[src/rtl/wb_port_arbiter_pkg.sv]
// Shared definitions for the writeback port arbiter: register-file codes and data widths.
// Build option WB_FIXED_PRIO_EN (see wb_rr_arb) does not change anything in this package.
`ifndef FCU_DDATA_WIDTH
`define FCU_DDATA_WIDTH 64
`endif
`ifndef FCU_VDATA_WIDTH
`define FCU_VDATA_WIDTH 128
`endif

package wb_port_arbiter_pkg;

   typedef enum logic [1:0] {
      WB_FILE_GPR  = 2'b00,
      WB_FILE_FGPR = 2'b01,
      WB_FILE_VGPR = 2'b10,
      WB_FILE_RSVD = 2'b11
   } wb_file_e;

   localparam int WB_DW    = `FCU_DDATA_WIDTH;
   localparam int WB_VW    = `FCU_VDATA_WIDTH;
   localparam int WB_IDX_W = 5;

   // One-hot decode of a file code: bit0 GPR, bit1 FGPR, bit2 VGPR, bit3 reserved.
   function automatic logic [3:0] wb_file_decode(input logic [1:0] code);
      logic [3:0] oh;
      case (code)
         WB_FILE_GPR:  oh = 4'b0001;
         WB_FILE_FGPR: oh = 4'b0010;
         WB_FILE_VGPR: oh = 4'b0100;
         WB_FILE_RSVD: oh = 4'b1000;
         default:      oh = 4'b1000;
      endcase
      return oh;
   endfunction

endpackage

[src/rtl/wb_rr_arb.sv]
// Per-register-file arbiter: request vector in, one-hot grant out.
// Round-robin by default; `define WB_FIXED_PRIO_EN for fixed lowest-index priority.
module wb_rr_arb #(
   parameter int NREQ = 4
) (
   input  logic            clk,
   input  logic            rst,
   input  logic [NREQ-1:0] req,
   output logic [NREQ-1:0] grant
);

   localparam int PW = (NREQ > 1) ? $clog2(NREQ) : 1;

   logic [PW-1:0] gidx_s;
   logic          hit_s;

`ifdef WB_FIXED_PRIO_EN

   // Fixed priority: the lowest-numbered requesting port wins.
   always_comb begin
      grant  = '0;
      hit_s  = 1'b0;
      gidx_s = '0;
      for (int k = 0; k < NREQ; k++) begin
         if (!hit_s && req[k]) begin
            grant[k] = 1'b1;
            hit_s    = 1'b1;
            gidx_s   = PW'(k);
         end else begin
            grant[k] = grant[k];
         end
      end
   end

`else

   localparam logic [PW-1:0] LAST = PW'(NREQ - 1);

   logic [PW-1:0] ptr_r;
   logic [PW-1:0] ptr_next_s;
   logic [PW-1:0] idx_s;
   int            pos_s;

   // Round-robin search starting at the pointer, wrapping at NREQ.
   always_comb begin
      grant  = '0;
      hit_s  = 1'b0;
      gidx_s = '0;
      pos_s  = 0;
      idx_s  = '0;
      for (int k = 0; k < NREQ; k++) begin
         pos_s = int'(ptr_r) + k;
         if (pos_s >= NREQ) begin
            pos_s = pos_s - NREQ;
         end else begin
            pos_s = pos_s;
         end
         idx_s = PW'(pos_s);
         if (!hit_s && req[idx_s]) begin
            grant[idx_s] = 1'b1;
            hit_s        = 1'b1;
            gidx_s       = idx_s;
         end else begin
            hit_s = hit_s;
         end
      end
   end

   // Pointer moves to the port just after the winner.
   always_comb begin
      if (gidx_s == LAST) begin
         ptr_next_s = '0;
      end else begin
         ptr_next_s = gidx_s + PW'(1);
      end
   end

   // Pointer register; holds when nothing is granted.
   always_ff @(posedge clk or negedge rst) begin
      if (!rst) begin
         ptr_r <= '0;
      end else if (hit_s) begin
         ptr_r <= ptr_next_s;
      end else begin
         ptr_r <= ptr_r;
      end
   end

`endif

endmodule

[src/rtl/wb_port_arbiter.sv]
// Shares the GPR/FGPR/VGPR write ports among NREQ writeback requesters, one arbiter per file.
// `define WB_FIXED_PRIO_EN selects fixed priority inside wb_rr_arb instead of round-robin.
module wb_port_arbiter
   import wb_port_arbiter_pkg::*;
#(
   parameter int NREQ = 4,
   parameter int DW   = WB_DW,
   parameter int VW   = WB_VW
) (
   input  logic                 clk,
   input  logic                 rst,
   input  logic [NREQ-1:0]      req_valid,
   output logic [NREQ-1:0]      req_ready,
   input  logic [2*NREQ-1:0]    req_file,
   input  logic [5*NREQ-1:0]    req_index,
   input  logic [VW*NREQ-1:0]   req_data,
   output logic                 gpr_write,
   output logic [4:0]           rd_index,
   output logic [DW-1:0]        data_rd,
   output logic                 fgpr_write,
   output logic [4:0]           fd_index,
   output logic [DW-1:0]        data_fd,
   output logic                 vgpr_write,
   output logic [4:0]           vd_index,
   output logic [VW-1:0]        data_vd,
   output logic                 bad_req
);

   logic [NREQ-1:0] cand_gpr_s, cand_fgpr_s, cand_vgpr_s, rsvd_s;
   logic [NREQ-1:0] grant_gpr_s, grant_fgpr_s, grant_vgpr_s;
   logic [3:0]      dec_s;

   logic [4:0]      gpr_idx_s, fgpr_idx_s, vgpr_idx_s;
   logic [DW-1:0]   gpr_data_s, fgpr_data_s;
   logic [VW-1:0]   vgpr_data_s;

   // Split valid requests into per-file candidate sets.
   always_comb begin
      cand_gpr_s  = '0;
      cand_fgpr_s = '0;
      cand_vgpr_s = '0;
      rsvd_s      = '0;
      dec_s       = 4'b0000;
      for (int i = 0; i < NREQ; i++) begin
         dec_s          = wb_file_decode(req_file[2*i +: 2]);
         cand_gpr_s[i]  = req_valid[i] & dec_s[0];
         cand_fgpr_s[i] = req_valid[i] & dec_s[1];
         cand_vgpr_s[i] = req_valid[i] & dec_s[2];
         rsvd_s[i]      = req_valid[i] & dec_s[3];
      end
   end

   wb_rr_arb #(.NREQ(NREQ)) u_arb_gpr (
      .clk   (clk),
      .rst   (rst),
      .req   (cand_gpr_s),
      .grant (grant_gpr_s)
   );

   wb_rr_arb #(.NREQ(NREQ)) u_arb_fgpr (
      .clk   (clk),
      .rst   (rst),
      .req   (cand_fgpr_s),
      .grant (grant_fgpr_s)
   );

   wb_rr_arb #(.NREQ(NREQ)) u_arb_vgpr (
      .clk   (clk),
      .rst   (rst),
      .req   (cand_vgpr_s),
      .grant (grant_vgpr_s)
   );

   // Reserved-code requests are swallowed immediately so they never block the requester.
   assign req_ready = grant_gpr_s | grant_fgpr_s | grant_vgpr_s | rsvd_s;

   // Grants are one-hot per file, so OR-ing the selected lanes picks the winner.
   always_comb begin
      gpr_idx_s   = 5'd0;
      fgpr_idx_s  = 5'd0;
      vgpr_idx_s  = 5'd0;
      gpr_data_s  = '0;
      fgpr_data_s = '0;
      vgpr_data_s = '0;
      for (int i = 0; i < NREQ; i++) begin
         if (grant_gpr_s[i]) begin
            gpr_idx_s  = gpr_idx_s  | req_index[5*i +: 5];
            gpr_data_s = gpr_data_s | req_data[VW*i +: DW];
         end else begin
            gpr_idx_s  = gpr_idx_s;
         end
         if (grant_fgpr_s[i]) begin
            fgpr_idx_s  = fgpr_idx_s  | req_index[5*i +: 5];
            fgpr_data_s = fgpr_data_s | req_data[VW*i +: DW];
         end else begin
            fgpr_idx_s  = fgpr_idx_s;
         end
         if (grant_vgpr_s[i]) begin
            vgpr_idx_s  = vgpr_idx_s  | req_index[5*i +: 5];
            vgpr_data_s = vgpr_data_s | req_data[VW*i +: VW];
         end else begin
            vgpr_idx_s  = vgpr_idx_s;
         end
      end
   end

   // GPR write-port register; r0 is hardwired, so its writes are accepted but dropped.
   always_ff @(posedge clk or negedge rst) begin
      if (!rst) begin
         gpr_write <= 1'b0;
         rd_index  <= 5'd0;
         data_rd   <= '0;
      end else if (|grant_gpr_s) begin
         gpr_write <= (gpr_idx_s != 5'd0);
         rd_index  <= gpr_idx_s;
         data_rd   <= gpr_data_s;
      end else begin
         gpr_write <= 1'b0;
         rd_index  <= rd_index;
         data_rd   <= data_rd;
      end
   end

   // FGPR write-port register.
   always_ff @(posedge clk or negedge rst) begin
      if (!rst) begin
         fgpr_write <= 1'b0;
         fd_index   <= 5'd0;
         data_fd    <= '0;
      end else if (|grant_fgpr_s) begin
         fgpr_write <= 1'b1;
         fd_index   <= fgpr_idx_s;
         data_fd    <= fgpr_data_s;
      end else begin
         fgpr_write <= 1'b0;
         fd_index   <= fd_index;
         data_fd    <= data_fd;
      end
   end

   // VGPR write-port register.
   always_ff @(posedge clk or negedge rst) begin
      if (!rst) begin
         vgpr_write <= 1'b0;
         vd_index   <= 5'd0;
         data_vd    <= '0;
      end else if (|grant_vgpr_s) begin
         vgpr_write <= 1'b1;
         vd_index   <= vgpr_idx_s;
         data_vd    <= vgpr_data_s;
      end else begin
         vgpr_write <= 1'b0;
         vd_index   <= vd_index;
         data_vd    <= data_vd;
      end
   end

   // Sticky flag for any accepted reserved-code request.
   always_ff @(posedge clk or negedge rst) begin
      if (!rst) begin
         bad_req <= 1'b0;
      end else if (|rsvd_s) begin
         bad_req <= 1'b1;
      end else begin
         bad_req <= bad_req;
      end
   end

endmodule

[config.mk]
export PLATFORM = sky130hd
export DESIGN_NAME = wb_port_arbiter
export DESIGN_NICKNAME = d
export VERILOG_FILES = /design/src/rtl/wb_port_arbiter_pkg.sv /design/src/rtl/wb_rr_arb.sv /design/src/rtl/wb_port_arbiter.sv
export SDC_FILE = /design/constraint.sdc
export NUM_CORES = 1
export LEC_CHECK = 0
export BUFFER_PORTS_ARGS = -buffer_cell sky130_fd_sc_hd__buf_2
export CAP_MARGIN = 10
export CORE_AREA = 8 8 316 318
export CTS_CLUSTER_SIZE = 25
export DETAILED_ROUTE_END_ITERATION = 12
export DIE_AREA = 0 0 324 326
export PLACE_DENSITY_LB_ADDON = 0.12
export SYNTH_ARGS = -nofsm -noshare
export SYNTH_HDL_FRONTEND = slang
export SYNTH_SLANG_ARGS = --single-unit
export TNS_END_PERCENT = 20
[constraint.sdc]
create_clock -name clk -period 5.25 [get_ports clk]
set_clock_uncertainty 0.15 [all_clocks]
set_input_delay 0.7875 -clock clk [delete_from_list [all_inputs] [get_ports clk]]
set_output_delay 0.7875 -clock clk [all_outputs]
set_load 0.01 [all_outputs]
# After elaboration in Yosys (flattened, before gate mapping)
# Cells that the tools add are included.
# classes
addsub	24
magnitude_cmp	36
n_eq_ne	15
n_mux	130
bitwise_logic	46
n_reduce_logical	39
# op_table
op	count
128-bit two-way mux	4
64-bit two-way mux	8
128-bit bitwise OR	3
64-bit bitwise OR	6
4-bit one-hot mux with 4 select lines	4
5-bit two-way mux	12
2-bit two-way mux	27
4-bit two-way mux	12
4-bit bitwise OR	12
5-bit bitwise OR	9
1-bit two-way mux	39
2-bit by 3-bit < comparator with 1-bit output (second input constant)	12
3-bit >= comparator (second input constant)	9
1-bit binary-select mux with 2-bit select	12
1-bit demux with 2-bit select	12
2-bit by 1-bit >= comparator with 1-bit output (second input constant)	12
2-bit by 1-bit subtractor with 2-bit output (second input constant)	12
2-bit == test (second input constant)	11
1-bit logical AND	21
2-bit by 2-bit adder with 3-bit output (second input constant)	6
1-bit AND	16
4-bit OR reduction	4
2-bit by 1-bit adder with 3-bit output (second input constant)	3
2-bit by 3-bit >= comparator with 1-bit output (second input constant)	3
other kinds (5)	21
# word_totals
regBits	281
input_bits	546
out_inout_bits	279

# Logic depth before layout (Yosys ltp)
# Gate-level depths: netlist of run 1.
# depth
ltp_word	24
depth_mapped	13
ltp_nobuf	9

# By module
# From an unflattened synthesis of run 1, not the netlist that was laid out.
# unflattened
cells_unflattened	1749
area_unflattened_um2	16422.0
# by_module_without_submodules
mod	instances	cells_each	area_per_inst_um2
wb_port_arbiter	1	1575	14845.5
wb_rr_arb	3	58	525.5

# Least setup slack after synthesis of run 1
# OpenSTA, ideal clock, no wires.
# synth_timing
path_kind	flip-flop to output port
start	register u_arb_vgpr.ptr_r[0]
end	output port req_ready[0]
arrival_time_ns	3.118
required_time_ns	4.313
path_slack_ns	1.194
path_stages_with_launch	11
path_buffers	3
path_cell_list	dfrtp_1 -> clkinv_1 -> ha_1 -> clkbuf_1 -> a221oi_1 -> a31oi_1 -> a21oi_1 -> clkbuf_1 -> buf_1 -> a21oi_1 -> nand4b_1
# synth_between
elab_chain_len	16
word_cells_on_any_way	61
classes_between	add/sub: 7; order compare: 12; mux: 27; bitwise: 5; reduce/logical: 10
# synth_rtl
item	line_no	source
start, declared	wb_rr_arb.sv:39	logic [PW-1:0] ptr_r;
start signal, assigned	wb_rr_arb.sv:83	ptr_r <= ptr_next_s;
start signal, assigned	wb_rr_arb.sv:85	ptr_r <= ptr_r;
branches (longest 13 deep; another with 2-bit by 1-bit adder with 3-bit output)	--	
4-bit two-way mux (*)	wb_rr_arb.sv:59	if (!hit_s && req[idx_s]) begin
4-bit bitwise OR (*) (2 in a row)	wb_port_arbiter.sv:75	assign req_ready = grant_gpr_s | grant_fgpr_s | grant_vgpr_s | rsvd_s;
end, declared	wb_port_arbiter.sv:13	output logic [NREQ-1:0] req_ready,
# Every way passes the cells marked *. The select of a mux whose other input is x is not followed.

# Worst setup path after layout of run 1
# layout_timing
start	register u_arb_vgpr.ptr_r[0]
end	output port req_ready[1]
# The elaborated chain is that of the path after synthesis.

==> flow_summary.rst, run 1 <==
.. list-table::
   :header-rows: 1

   * - Metric
     - Value
   * - Run status
     - completed
   * - Post-layout net count
     - between 3000 and 4000
   * - Worst hold path type
     - primary input to async pin
   * - CP Class
     - register to output pin
   * - 1st-pass router iterations
     - 7
   * - Setup Total Neg Slack
     - 0 ns
   * - Slowest cell on the critical path
     - nor4bb_1
   * - Syn Nets
     - 2910
   * - Fraction of the yosys area taken by sequential cells
     - between 30% and 40%
   * - Total congestion overflow
     - 0
   * - Overall die area
     - about 0.11 mm^2
   * - Count of warnings emitted by yosys
     - 0
   * - Area used by multi-input combinational logic
     - between 0.01 and 0.015 mm^2
   * - Global routing usage summed across all routing layers
     - between 20% and 30%
   * - Simple-Gate Fraction of Synth Area
     - a little under 9%
   * - Die width
     - approximately 320 um
   * - Non-filler instance count after layout
     - between 4000 and 5000
   * - Logic gate share of total power
     - between 60% and 70%
   * - Part of the cycle the worst path needs
     - slightly above 90%
   * - Share of flip-flops with an asynchronous set or reset after synthesis
     - 100.0%
   * - Data required, critical path
     - roughly 4.3 ns
   * - Number of clock sinks
     - about 280
   * - Reported max-cap violation count
     - 0
   * - Portion of total power attributed to the clock network
     - roughly 14%
   * - Aggregate routed wire length
     - 141500 um
   * - Largest family of logic cells by synthesized area
     - compound AO/OA/AOI/OAI gates
   * - Die Ht
     - ~330 um
   * - Endpoint of the lowest-slack register-to-register path
     - data_vd[12]
   * - Initial Utilization
     - about a quarter
   * - Areal power density over the cells
     - roughly 700 mW/mm^2
   * - Arrival time at the worst endpoint
     - around 4.0 ns
   * - Root buffer selected by CTS
     - clkbuf_16
   * - Critical path origin
     - u_arb_vgpr.ptr_r[0]
   * - Distinct cell type count after synthesis
     - 71
   * - H-tree lvl count
     - 2
   * - Wire length of the first global-routing pass
     - 199600 um
   * - Max VDD drop
     - roughly 480 uV
   * - Count of fill cells added during filler insertion
     - around 10000
   * - Post-Route Hold Slack
     - approximately 0.048 ns
   * - RSZ-0062 raised after global routing
     - false
   * - Critical register-to-register path startpoint
     - u_arb_vgpr.ptr_r[0]
   * - CTS Buffer Depth
     - 3
   * - Number of DRC violations after detailed routing
     - 0
   * - Total CTS buffers
     - 42
   * - Peak Freq
     - around 200 MHz
   * - Total of endpoints with negative setup slack in the final report
     - 0
   * - Hold violation count in the final report
     - 0
   * - Maximum fanout along the worst path
     - 19
   * - Resized Gates After CTS
     - 0
   * - Switching part of the total power
     - between 40% and 50%
   * - Net switching component of the power
     - ~9900 uW
   * - Critical Path Max Stage Delay
     - 0.68 ns
   * - Portion of total power attributed to sequential cells
     - about a fifth
   * - Fraction of synthesized area in multiplexers
     - around 12%
   * - Post-synth EDFFs
     - 0
   * - Maximum number of pins on one net before global-route repair
     - 96
   * - Register Area
     - around 0.007 mm^2
   * - P&R area growth vs syn
     - 30.72%
   * - Gate Count Post-Synth
     - between 2000 and 2500
   * - Detailed-route via count
     - between 20000 and 30000
   * - Endpoint type of the worst setup path
     - output pin
   * - Number of top-level pins
     - between 800 and 900
   * - Global placement routability congestion
     - 0.9252
   * - Antenna violation net count after detailed routing
     - 0
   * - Final Slew Violations
     - 0
   * - Clock Latency Late Sink
     - 0.59 ns
   * - Clock tree from TritonCTS
     - built
   * - Number of storage elements in the synthesis netlist
     - 281
   * - Post-CTS Repair Setup Buffers
     - 0
   * - Setup slack, reg-to-reg
     - between 1 and 1.5 ns
   * - Logic depth of the worst register-to-register path
     - 10
   * - Placeable core region
     - ~0.094 mm^2
   * - Setup crit start kind
     - register
   * - XOR/XNOR Fraction of Synth Area
     - less than 1%
   * - Minimum period implied by the final worst setup slack
     - 4.911 ns
   * - Vias in the first global route
     - 27130
   * - Share of synthesized cell area in full adder, half adder and majority cells
     - between 1 and 1.5%
   * - Initial drt markers
     - around 2700
   * - Area of the mapped netlist
     - 0.02226 mm^2
   * - Initial antenna violation count
     - 57
   * - Average wire per cell in the routed design
     - roughly 33 um
   * - Slew HR
     - between 20 and 30%
   * - Fraction of final layout cells with drive strength greater than 1
     - between 30% and 40%
   * - Share of the synthesized area in compound gates (AO/OA/AOI/OAI)
     - between 30 and 40%
   * - Critical path, cell by cell
     - clkinv_1 > ha_4 > nor4bb_1 > a2111oi_0 > a31oi_1 > a21oi_4 > or2_4 > or3_1 > buf_2
   * - Commonest cells after routing, fill and taps aside
     - buf_2 (823), dfrtp_1 (281), o31ai_1 (208)
   * - Leakage
     - 0.01360 uW
   * - Avg Synthesized Cell Area
     - between 9 and 10 um^2
   * - Clock-pin slew reported for the worst setup and hold paths after clock tree synthesis
     - 0.06 ns
   * - Most frequent standard cell in the layout excluding fill and tap cells
     - buf_2
   * - Synth Flop Type
     - dfrtp_1
   * - Total number of placement rows
     - ~110
   * - Measured slew at the worst slew-check pin
     - around 1.1 ns
   * - DP Cell Count
     - around 4200
   * - I/O Buffers
     - between 800 and 900
   * - Internal Dissipation
     - between 10000 and 15000 uW
   * - DPL Wire Length
     - ~95000 um
   * - Hold Buf Count CTS
     - 0
   * - Drt via density
     - between 6 and 7
## registers in the layout, indices dropped and copies added, names as in the netlist, named ones only
name	cells
fgpr_write	1
vgpr_write	1
vd_index	5
u_arb_gpr.ptr_r	1
fd_index	5
gpr_write	1
data_rd	64
u_arb_fgpr.ptr_r	2
rd_index	5
bad_req	1
data_vd	128
u_arb_vgpr.ptr_r	2
data_fd	64
## metal layers
layer  up-vias  wire length (um)  GRT usage (%)
met1     13350             53200          29.23
met2      1713             68510          42.41
met4        30              5891          11.13
li1      11040                 -              -
met3       337             13740          7.043
met5         -               198              0
## cell usage after synthesis (all sizes together) (3+ instances only)
master / count / share of area, %
nand3b: 8 / 0.27
or4: 66 / 2.2
mux4: 8 / 0.81
mux2i: 5 / 0.22
a31oi: 12 / 0.48
o31ai: 208 / 7.0
a21oi: 95 / 2.2
or3b: 4 / 0.17
nand4b: 4 / 0.16
o31a: 64 / 2.5
nand4: 71 / 2.0
a222oi: 68 / 3.1
mux2: 207 / 11
a22o: 196 / 7.7
nand2: 103 / 1.7
clkbuf: 224 / 3.8
or3: 3 / 0.084
nand3: 14 / 0.31
nor3b: 4 / 0.13
dfrtp: 281 / 32
a221o: 135 / 6.1
inv: 80 / 1.3
ha: 23 / 1.3
a21boi: 3 / 0.10
a221oi: 5 / 0.20
o21ai: 140 / 3.1
buf: 67 / 1.8
nor3: 18 / 0.45
and3: 6 / 0.17
o2111ai: 72 / 2.8
and3b: 6 / 0.24
nor2: 21 / 0.38
a22oi: 79 / 2.7
a21o: 8 / 0.27
nand4bb: 3 / 0.15
## power groups by stage
stage               Combinational [uW]  Sequential (uW)  Clock, uW
floorplan                         8510             4170          0
global placement                 13700             3880          0
detailed placement               13900             3900          0
CTS                              14000             3870       3050
global route                     14800             3980       3130
finish                           13900             3870       2990
## kinds of logic after synthesis
kind of cell,Yosys count
xor+xnor,2
flops,281
simple gates,340
fa+ha+maj,23
compound gates,1103
buf+inv,372
mux,220
## critical path: cells and delay by family (launching register included)
kind                       cells  cell delay, ns
DFF                            1            0.36
and+or+nand+nor                3            1.48
adders and majority gates      1            0.42
AOI/OAI and AO/OA              3            0.63
buffers and inverters          2            0.49
## worst max path at each step
stage / slack [ns] / to
floorplan: 1.19 / req_ready[0]
global placement: 0.94 / data_rd[30]
detailed placement: 0.88 / data_rd[27]
CTS: 0.32 / req_ready[1]
global route: 0.17 / req_ready[1]
finish: 0.34 / req_ready[1]
## through the flow
step / total power [uW] / area [um^2] / utilization, % / setup WS, ns
after floorplan: 12680 / 22260 / - / 1.194
after global placement: 17620 / 27620 / 29.24 / 0.9395
after detailed placement: 17770 / 27620 / 29.24 / 0.8824
after CTS: 20880 / 29010 / 30.71 / 0.3194
after global routing: 21910 / 29070 / 30.78 / 0.1688
final: 20790 / 29090 / 30.81 / 0.3393
## area by class of cell
type | instances | area share [%]
Tap cell | 1265 | 5.440
Timing Repair Buffer | 893 | 16.29
Multi-Input combinational cell | 1688 | 47.98
Inverter | 81 | 1.045
Sequential cell | 281 | 24.17
Clock inverter | 7 | 0.3698
Clock buffer | 66 | 4.408
Antenna cell | 35 | 0.3010
Note: power is estimated with default switching activity, not from simulation.
==> run 2: changes to the inputs <==
Settings changed: ABC_AREA set to 1, CORE_AREA 8 8 316 318 to 8 8 317 319, DIE_AREA 0 0 324 326 to 0 0 325 327.
==> run 2 against run 1 <==
Against the previous run: critical path depth increased by 4; area after synthesis decreased by 14%; utilization decreased by 3.8 points; largest cell class unchanged; non-clock buffer count decreased by 37; die area increased by 0.62%; maximum frequency increased by 12%; wire length decreased by 15%; setup slack improved by 0.51 ns.
==> flow_summary.rst, run 2 <==
.. list-table::
   :header-rows: 1

   * - Metric
     - Value
   * - Run status
     - completed
   * - Largest register by flop count
     - data_vd
   * - Syn Nets
     - 3701 (+27%)
   * - CTS Buffer Depth
     - 3 (unchanged)
   * - Overall die area
     - 0.1063 mm^2 (+0.62%)
   * - Total congestion overflow
     - 0 (unchanged)
   * - Initial Utilization
     - 19.94% (-3.6 points)
   * - Arrival time at the worst endpoint
     - 3.46 ns (-0.51 ns)
   * - Post-CTS Repair Setup Buffers
     - 0 (unchanged)
   * - Library cell occupying the most area in the post-synthesis netlist
     - dfrtp_1
   * - Die Ht
     - 327 um (+0.31%)
   * - Minimum period implied by the final worst setup slack
     - 4.398 ns (-0.5127 ns)
   * - Number of flip-flops under the largest register name
     - 128 (unchanged)
   * - Logic depth of the worst register-to-register path
     - 13 (+3)
   * - Slew HR
     - 32.81% (+5.2 points)
   * - Most frequent standard cell in the layout excluding fill and tap cells
     - nand2_1
   * - Drt via density
     - 4.449 (-27%)
   * - Share of synthesized cell area in full adder, half adder and majority cells
     - 1.508% (+0.21 points)
   * - Critical Path Max Stage Delay
     - 0.66 ns (-0.02 ns)
   * - Gate Count Post-Synth
     - 3132 (+34%)
   * - Total CTS buffers
     - 42 (unchanged)
   * - Count of warnings emitted by yosys
     - 0 (unchanged)
   * - Data required, critical path
     - 4.31 ns (about the same)
   * - Ranking of synthesized cells by instance count
     - nand2_1 (1863), nand3_1 (314), dfrtp_1 (281)
   * - Peak Freq
     - 227.4 MHz (+12%)
   * - Top-area cell type share of the netlist area
     - 36.84% (+5.2 points)
   * - Setup crit start kind
     - register
   * - Total number of placement rows
     - 114 (+0.88%)
   * - Critical path, cell by cell
     - inv_2 > ha_1 > inv_1 > nand2_1 > o21ai_2 > and2_1 > nand2_1 > nor2_4 > nand2_1 > nand2_4 > nor3_1 > nand3_1 > buf_2
   * - P&R area growth vs syn
     - 35.21%
   * - Hold violation count in the final report
     - 0 (unchanged)
   * - Endpoint type of the worst setup path
     - output pin
   * - Detailed-route via count
     - 23180 (-12%)
   * - DPL Wire Length
     - 85920 um (-9.7%)
   * - XOR/XNOR Fraction of Synth Area
     - 0% (-0.079 points)
   * - Hold Buf Count CTS
     - 0 (unchanged)
   * - Most instantiated library cell after synthesis
     - nand2_1
   * - Clock tree from TritonCTS
     - built
   * - Simple-Gate Fraction of Synth Area
     - 53.18% (+44 points)
   * - Antenna violation net count after detailed routing
     - 0 (unchanged)
   * - Fraction of the yosys area taken by sequential cells
     - 36.84% (+5.2 points)
   * - Area of the mapped netlist
     - 0.01909 mm^2 (-14%)
   * - Synth Flop Type
     - dfrtp_1
   * - Slowest cell on the critical path
     - dfrtp_1
   * - Setup slack, reg-to-reg
     - 1.28 ns (+0.27 ns)
   * - Resized Gates After CTS
     - 0 (unchanged)
   * - Placeable core region
     - 0.09571 mm^2 (+1.3%)
   * - H-tree lvl count
     - 2 (unchanged)
   * - Met2 wirelength from detailed routing
     - 57170 um (-17%)
   * - Global placement routability congestion
     - 0.8575 (-7.3%)
   * - Maximum number of pins on one net before global-route repair
     - 135 (+41%)
   * - Average wire per cell in the routed design
     - 22.97 um (-30%)
   * - Worst hold path type
     - primary input to async pin
   * - Maximum fanout along the worst path
     - 33 (+14)
   * - Top routing layer in use
     - met5
   * - Leading registers by flop count
     - data_vd x128, data_fd x64, data_rd x64
   * - Post-layout net count
     - 4432 (+25%)
   * - Endpoint of the lowest-slack register-to-register path
     - rd_index[4]
   * - Number of storage elements in the synthesis netlist
     - 281 (unchanged)
   * - Met3 routed WL
     - 9476 um (-31%)
   * - Root buffer selected by CTS
     - clkbuf_16
   * - CP Class
     - register to output pin
   * - Met1 layer wirelength in the final routing
     - 49420 um (-7.1%)
   * - Aggregate routed wire length
     - 119700 um (-15%)
   * - Number of top-level pins
     - 825 (unchanged)
   * - Cell occurring most often along the worst timing path
     - nand2_1
   * - Final cell utilization of the core
     - 26.96% (-3.8 points)
   * - Share of flip-flops with an asynchronous set or reset after synthesis
     - 100.0% (unchanged)
   * - Measured slew at the worst slew-check pin
     - 1.008 ns (-0.07518 ns)
   * - Largest family of logic cells by synthesized area
     - simple AND/OR/NAND/NOR gates
   * - Commonest cells after routing, fill and taps aside
     - nand2_1 (1860), buf_2 (823), nand3_1 (314)
   * - Share of the synthesized area in compound gates (AO/OA/AOI/OAI)
     - 0.8653% (-38 points)
   * - Avg Synthesized Cell Area
     - 6.094 um^2 (-36%)
   * - RSZ-0062 raised after global routing
     - false
   * - I/O Buffers
     - 824 (unchanged)
   * - Initial drt markers
     - 1621 (-40%)
   * - Fraction of synthesized area in multiplexers
     - 0.1180% (-12 points)
   * - Distinct cell type count after synthesis
     - 31 (-56%)
   * - Clock-pin slew reported for the worst setup and hold paths after clock tree synthesis
     - 0.06 ns (about the same)
   * - 1st-pass router iterations
     - 5 (-2)
   * - Setup Total Neg Slack
     - 0 ns (unchanged)
   * - Initial antenna violation count
     - 63 (+11%)
   * - Number of DRC violations after detailed routing
     - 0 (unchanged)
   * - Final Slew Violations
     - 0 (unchanged)
   * - Most area-consuming cells after synthesis
     - dfrtp_1 (37%), nand2_1 (37%), nand3_1 (8.2%)
   * - Total of endpoints with negative setup slack in the final report
     - 0 (unchanged)
   * - Part of the cycle the worst path needs
     - 83.77% (-9.8 points)
   * - Global routing usage summed across all routing layers
     - 21.51% (-3.5 points)
   * - Post-synth EDFFs
     - 0 (unchanged)
   * - Number of clock sinks
     - 281 (unchanged)
   * - Die width
     - 325 um (+0.31%)
   * - Vias in the first global route
     - 23300 (-14%)
   * - Reported max-cap violation count
     - 0 (unchanged)
   * - Fraction of final layout cells with drive strength greater than 1
     - 24.84% (-14 points)
   * - Post-Route Hold Slack
     - 0.03706 ns (-0.01052 ns)
   * - Clock Latency Late Sink
     - 0.60 ns (about the same)
   * - Wire length of the first global-routing pass
     - 170800 um (-14%)
[run 2: changes by cell type after synthesis, sizes merged, moves of 207 or more]
cell / change
nand2: +1771
nand3: +303
nor2: +232
clkbuf: -219
o31ai: -208
mux2: -207
[run 2: final cells by class]
class	count	area, um^2
fillers	11030	69900
multi-input cells	2572	10750
well taps	1276	1597
repair buffers	856	4512
flip-flops and latches	281	7032
diodes	38	95.09
clock buffers	67	1329
clock inverters	11	82.58
inverters	110	412.9
[run 2: through the flow]
step / instances / worst slack (ns) / cell area, um^2
after global placement: 5095 / 1.305 / 24300
final: 5211 / 0.8520 / 25810
after detailed placement: 5095 / 1.295 / 24300
after CTS: 5173 / 0.7326 / 25710
after global routing: 5199 / 0.5213 / 25780
after floorplan: 3132 / 2.130 / 19090
[run 2: worst max-delay path, delay by kind of cell, from the launching register on]
| family | cells | cell delay, ns |
|---|---|---|
| DFF | 1 | 0.66 |
| and+or+nand+nor | 8 | 1.29 |
| adders and majority gates | 1 | 0.36 |
| AOI/OAI and AO/OA | 1 | 0.08 |
| buffers and inverters | 3 | 0.44 |
[run 2: cells by family (layout without fill, tap and decap cells)]
family,after synthesis,count (layout)
muxes,1,1
AOI/OAI and AO/OA,25,25
and+or+nand+nor,2523,2523
buffers and inverters,279,1044
adders and majority gates,23,23
DFF,281,281
other,0,38
[run 2: how the worst max path moves through the flow]
stage	start	end	slack, ns	cells past startpoint
final	u_arb_fgpr.ptr_r[0]	req_ready[2]	0.85	13
after global placement	register	rd_index[4]	1.31	13
after detailed placement	register	rd_index[4]	1.30	13
after global routing	u_arb_fgpr.ptr_r[0]	req_ready[2]	0.52	13
after CTS	u_arb_fgpr.ptr_r[0]	req_ready[2]	0.73	13
after floorplan	req_file[7]	req_ready[0]	2.13	14
[run 2: per-layer routing]
metal	up-vias	track usage, %
met3	200	7.349
met2	841	35.85
met5	-	0
met1	10870	25.70
li1	11230	-
met4	42	7.695
Power of run 2 is not shown: default switching activity piles up to over one toggle a cycle in this logic, so the estimate is an artifact.
==> run 3: changes to the inputs <==
Clock period 5.25 ns to 4.05 ns, I/O delays scaled along.
==> run 3 against run 2 <==
Against the previous run: first-iteration DRC count down 3.0%; flip-flop and latch count unchanged; sequential share of layout area down 0.42 points; worst hold slack better by 0.11 ns; via count down 0.27%; final cell count up 0.17%; wire length up 0.50%; global-route usage about the same; largest cell class unchanged.
==> flow_summary.rst, run 3 (synthesis gave the netlist of run 2 again) <==
.. list-table::
   :header-rows: 1

   * - Metric
     - Value
   * - Run status
     - completed
   * - Fraction of final layout cells with drive strength greater than 1
     - 25.44% (+0.60 points)
   * - Commonest cells after routing, fill and taps aside
     - nand2_1 (1860), buf_2 (823), nand3_1 (314)
   * - Peak Freq
     - around 260 MHz
   * - Total number of placement rows
     - 114 (unchanged)
   * - DPL Wire Length
     - 89810 um (+4.5%)
   * - Aggregate routed wire length
     - 120300 um (+0.50%)
   * - Wire length of the first global-routing pass
     - 171200 um (+0.26%)
   * - Measured slew at the worst slew-check pin
     - 0.6323 ns (-0.3755 ns)
   * - Die Ht
     - 327 um (unchanged)
   * - Data required, critical path
     - 3.29 ns (-1.02 ns)
   * - Drt via density
     - 4.429 (-0.44%)
   * - Setup crit start kind
     - register
   * - Placeable core region
     - 0.09571 mm^2 (unchanged)
   * - Minimum period implied by the final worst setup slack
     - between 3 and 4 ns
   * - Hold violation count in the final report
     - 0 (unchanged)
   * - Global placement routability congestion
     - 0.8691 (+1.4%)
   * - Total congestion overflow
     - 0 (unchanged)
   * - Endpoint type of the worst setup path
     - output pin
   * - Root buffer selected by CTS
     - clkbuf_16
   * - Antenna violation net count after detailed routing
     - 0 (unchanged)
   * - Global routing usage summed across all routing layers
     - 21.53% (about the same)
   * - Number of clock sinks
     - 281 (unchanged)
   * - Slew HR
     - 57.85% (+25 points)
   * - Initial drt markers
     - 1572 (-3.0%)
   * - CP Class
     - register to output pin
   * - Reported max-cap violation count
     - 0 (unchanged)
   * - Maximum number of pins on one net before global-route repair
     - 101 (-25%)
   * - Number of flip-flops under the largest register name
     - 128 (unchanged)
   * - Initial Utilization
     - 19.94% (unchanged)
   * - H-tree lvl count
     - 2 (unchanged)
   * - RSZ-0062 raised after global routing
     - true
   * - Detailed-route via count
     - 23120 (-0.27%)
   * - Total CTS buffers
     - 43 (+2.4%)
   * - Total of endpoints with negative setup slack in the final report
     - 0 (unchanged)
   * - Post-layout net count
     - 4462 (+0.68%)
   * - Initial antenna violation count
     - 48 (-24%)
   * - CTS Buffer Depth
     - 3 (unchanged)
   * - Maximum fanout along the worst path
     - 17 (-48%)
   * - Clock Latency Late Sink
     - 0.56 ns (-0.04 ns)
   * - Part of the cycle the worst path needs
     - between 90 and 100%
   * - Clock tree from TritonCTS
     - built
   * - Vias in the first global route
     - 23420 (+0.51%)
   * - 1st-pass router iterations
     - 5 (unchanged)
   * - Clock-pin slew reported for the worst setup and hold paths after clock tree synthesis
     - 0.06 ns (about the same)
   * - Final cell utilization of the core
     - 27.40% (+0.44 points)
   * - Average wire per cell in the routed design
     - 23.05 um (+0.33%)
   * - Overall die area
     - 0.1063 mm^2 (unchanged)
   * - Post-Route Hold Slack
     - 0.1508 ns (+0.1138 ns)
   * - Leading registers by flop count
     - data_vd x128, data_fd x64, data_rd x64
   * - Most frequent standard cell in the layout excluding fill and tap cells
     - nand2_1
   * - Final Slew Violations
     - 0 (unchanged)
   * - P&R area growth vs syn
     - 37.40%
   * - Largest register by flop count
     - data_vd
   * - Number of top-level pins
     - 825 (unchanged)
   * - Arrival time at the worst endpoint
     - 3.06 ns (-0.40 ns)
   * - I/O Buffers
     - 824 (unchanged)
   * - Post-CTS Repair Setup Buffers
     - 0 (unchanged)
   * - Number of DRC violations after detailed routing
     - 0 (unchanged)
   * - Worst hold path type
     - primary input to register
   * - Die width
     - 325 um (unchanged)
==> run 3: cell count changes in the layout (fill, tap and decap cells not counted), sizes merged <==
cell,before,now
buf,856,884
clkbuf,67,65
dlygate4sd3,0,1
diode,38,17
clkinvlp,1,2
clkinv,9,7
bufinv,1,5
==> run 3: layout make-up <==
| type | count | area [um^2] |
|---|---|---|
| Tap cell | 1276 | 1597 |
| Clock inverter | 14 | 203.9 |
| Inverter | 110 | 412.9 |
| Fill cell | 10900 | 69480 |
| Timing Repair Buffer | 885 | 4907 |
| Antenna cell | 17 | 42.54 |
| Clock buffer | 65 | 1261 |
| Sequential cell | 281 | 7037 |
| Multi-Input combinational cell | 2572 | 10760 |
==> run 3: critical path, cell delays in order, from the launching register on <==
cell	delay, ns
dfrtp_2	0.47
inv_1	0.26
ha_1	0.31
inv_1	0.13
nand2_1	0.08
o21ai_2	0.09
and2_1	0.17
nand2_1	0.10
nor2_4	0.18
nand2_1	0.17
nand2_8	0.22
nor3_1	0.07
nand3_1	0.09
buf_2	0.16
==> run 3: timing repair <==
item	4_1_cts	5_1_grt
pin swaps	0	2
resized for setup	1	6
endpoints found under the setup margin	2	4
endpoints found under the hold margin	56	0
hold buffers	1	0
==> run 3: final timing paths <==
| check | start | cells after the start | endpoint | slack, ns |
|---|---|---|---|---|
| setup / recovery | u_arb_fgpr.ptr_r[1] | 13 | req_ready[0] | 0.23 |
| hold / removal | req_data[295] | 3 | data_rd[39] | 0.15 |
| setup reg to reg | u_arb_vgpr.ptr_r[1] | 13 | data_vd[36] | 0.70 |
| hold reg to reg | data_vd[77] | 2 | data_vd[77] | 0.35 |
| max in group asynchronous | rst | 3 | data_vd[103] | 2.43 |
| min in group asynchronous | rst | 2 | data_fd[51] | 0.47 |
==> run 3: metal layers <==
metal	share of wire [%]	global-route usage [%]
met2	50	38.46
met1	41	25.58
met4	2.1	4.854
met5	0.20	0
met3	7.2	5.963
==> run 3: through the flow <==
stage	std cells	setup TNS [ns]	area [um^2]	setup slack (ns)
2_1_floorplan	3132	0	19090	1.129
3_3_place_gp	5123	0	24690	0.4266
3_5_place_dp	5123	0	24690	0.6065
4_1_cts	5203	0	26160	0.02489
5_1_grt	5211	-0.04769	26200	-0.04613
6_report	5220	0	26230	0.2284
Power of run 3 is left out for the same reason.
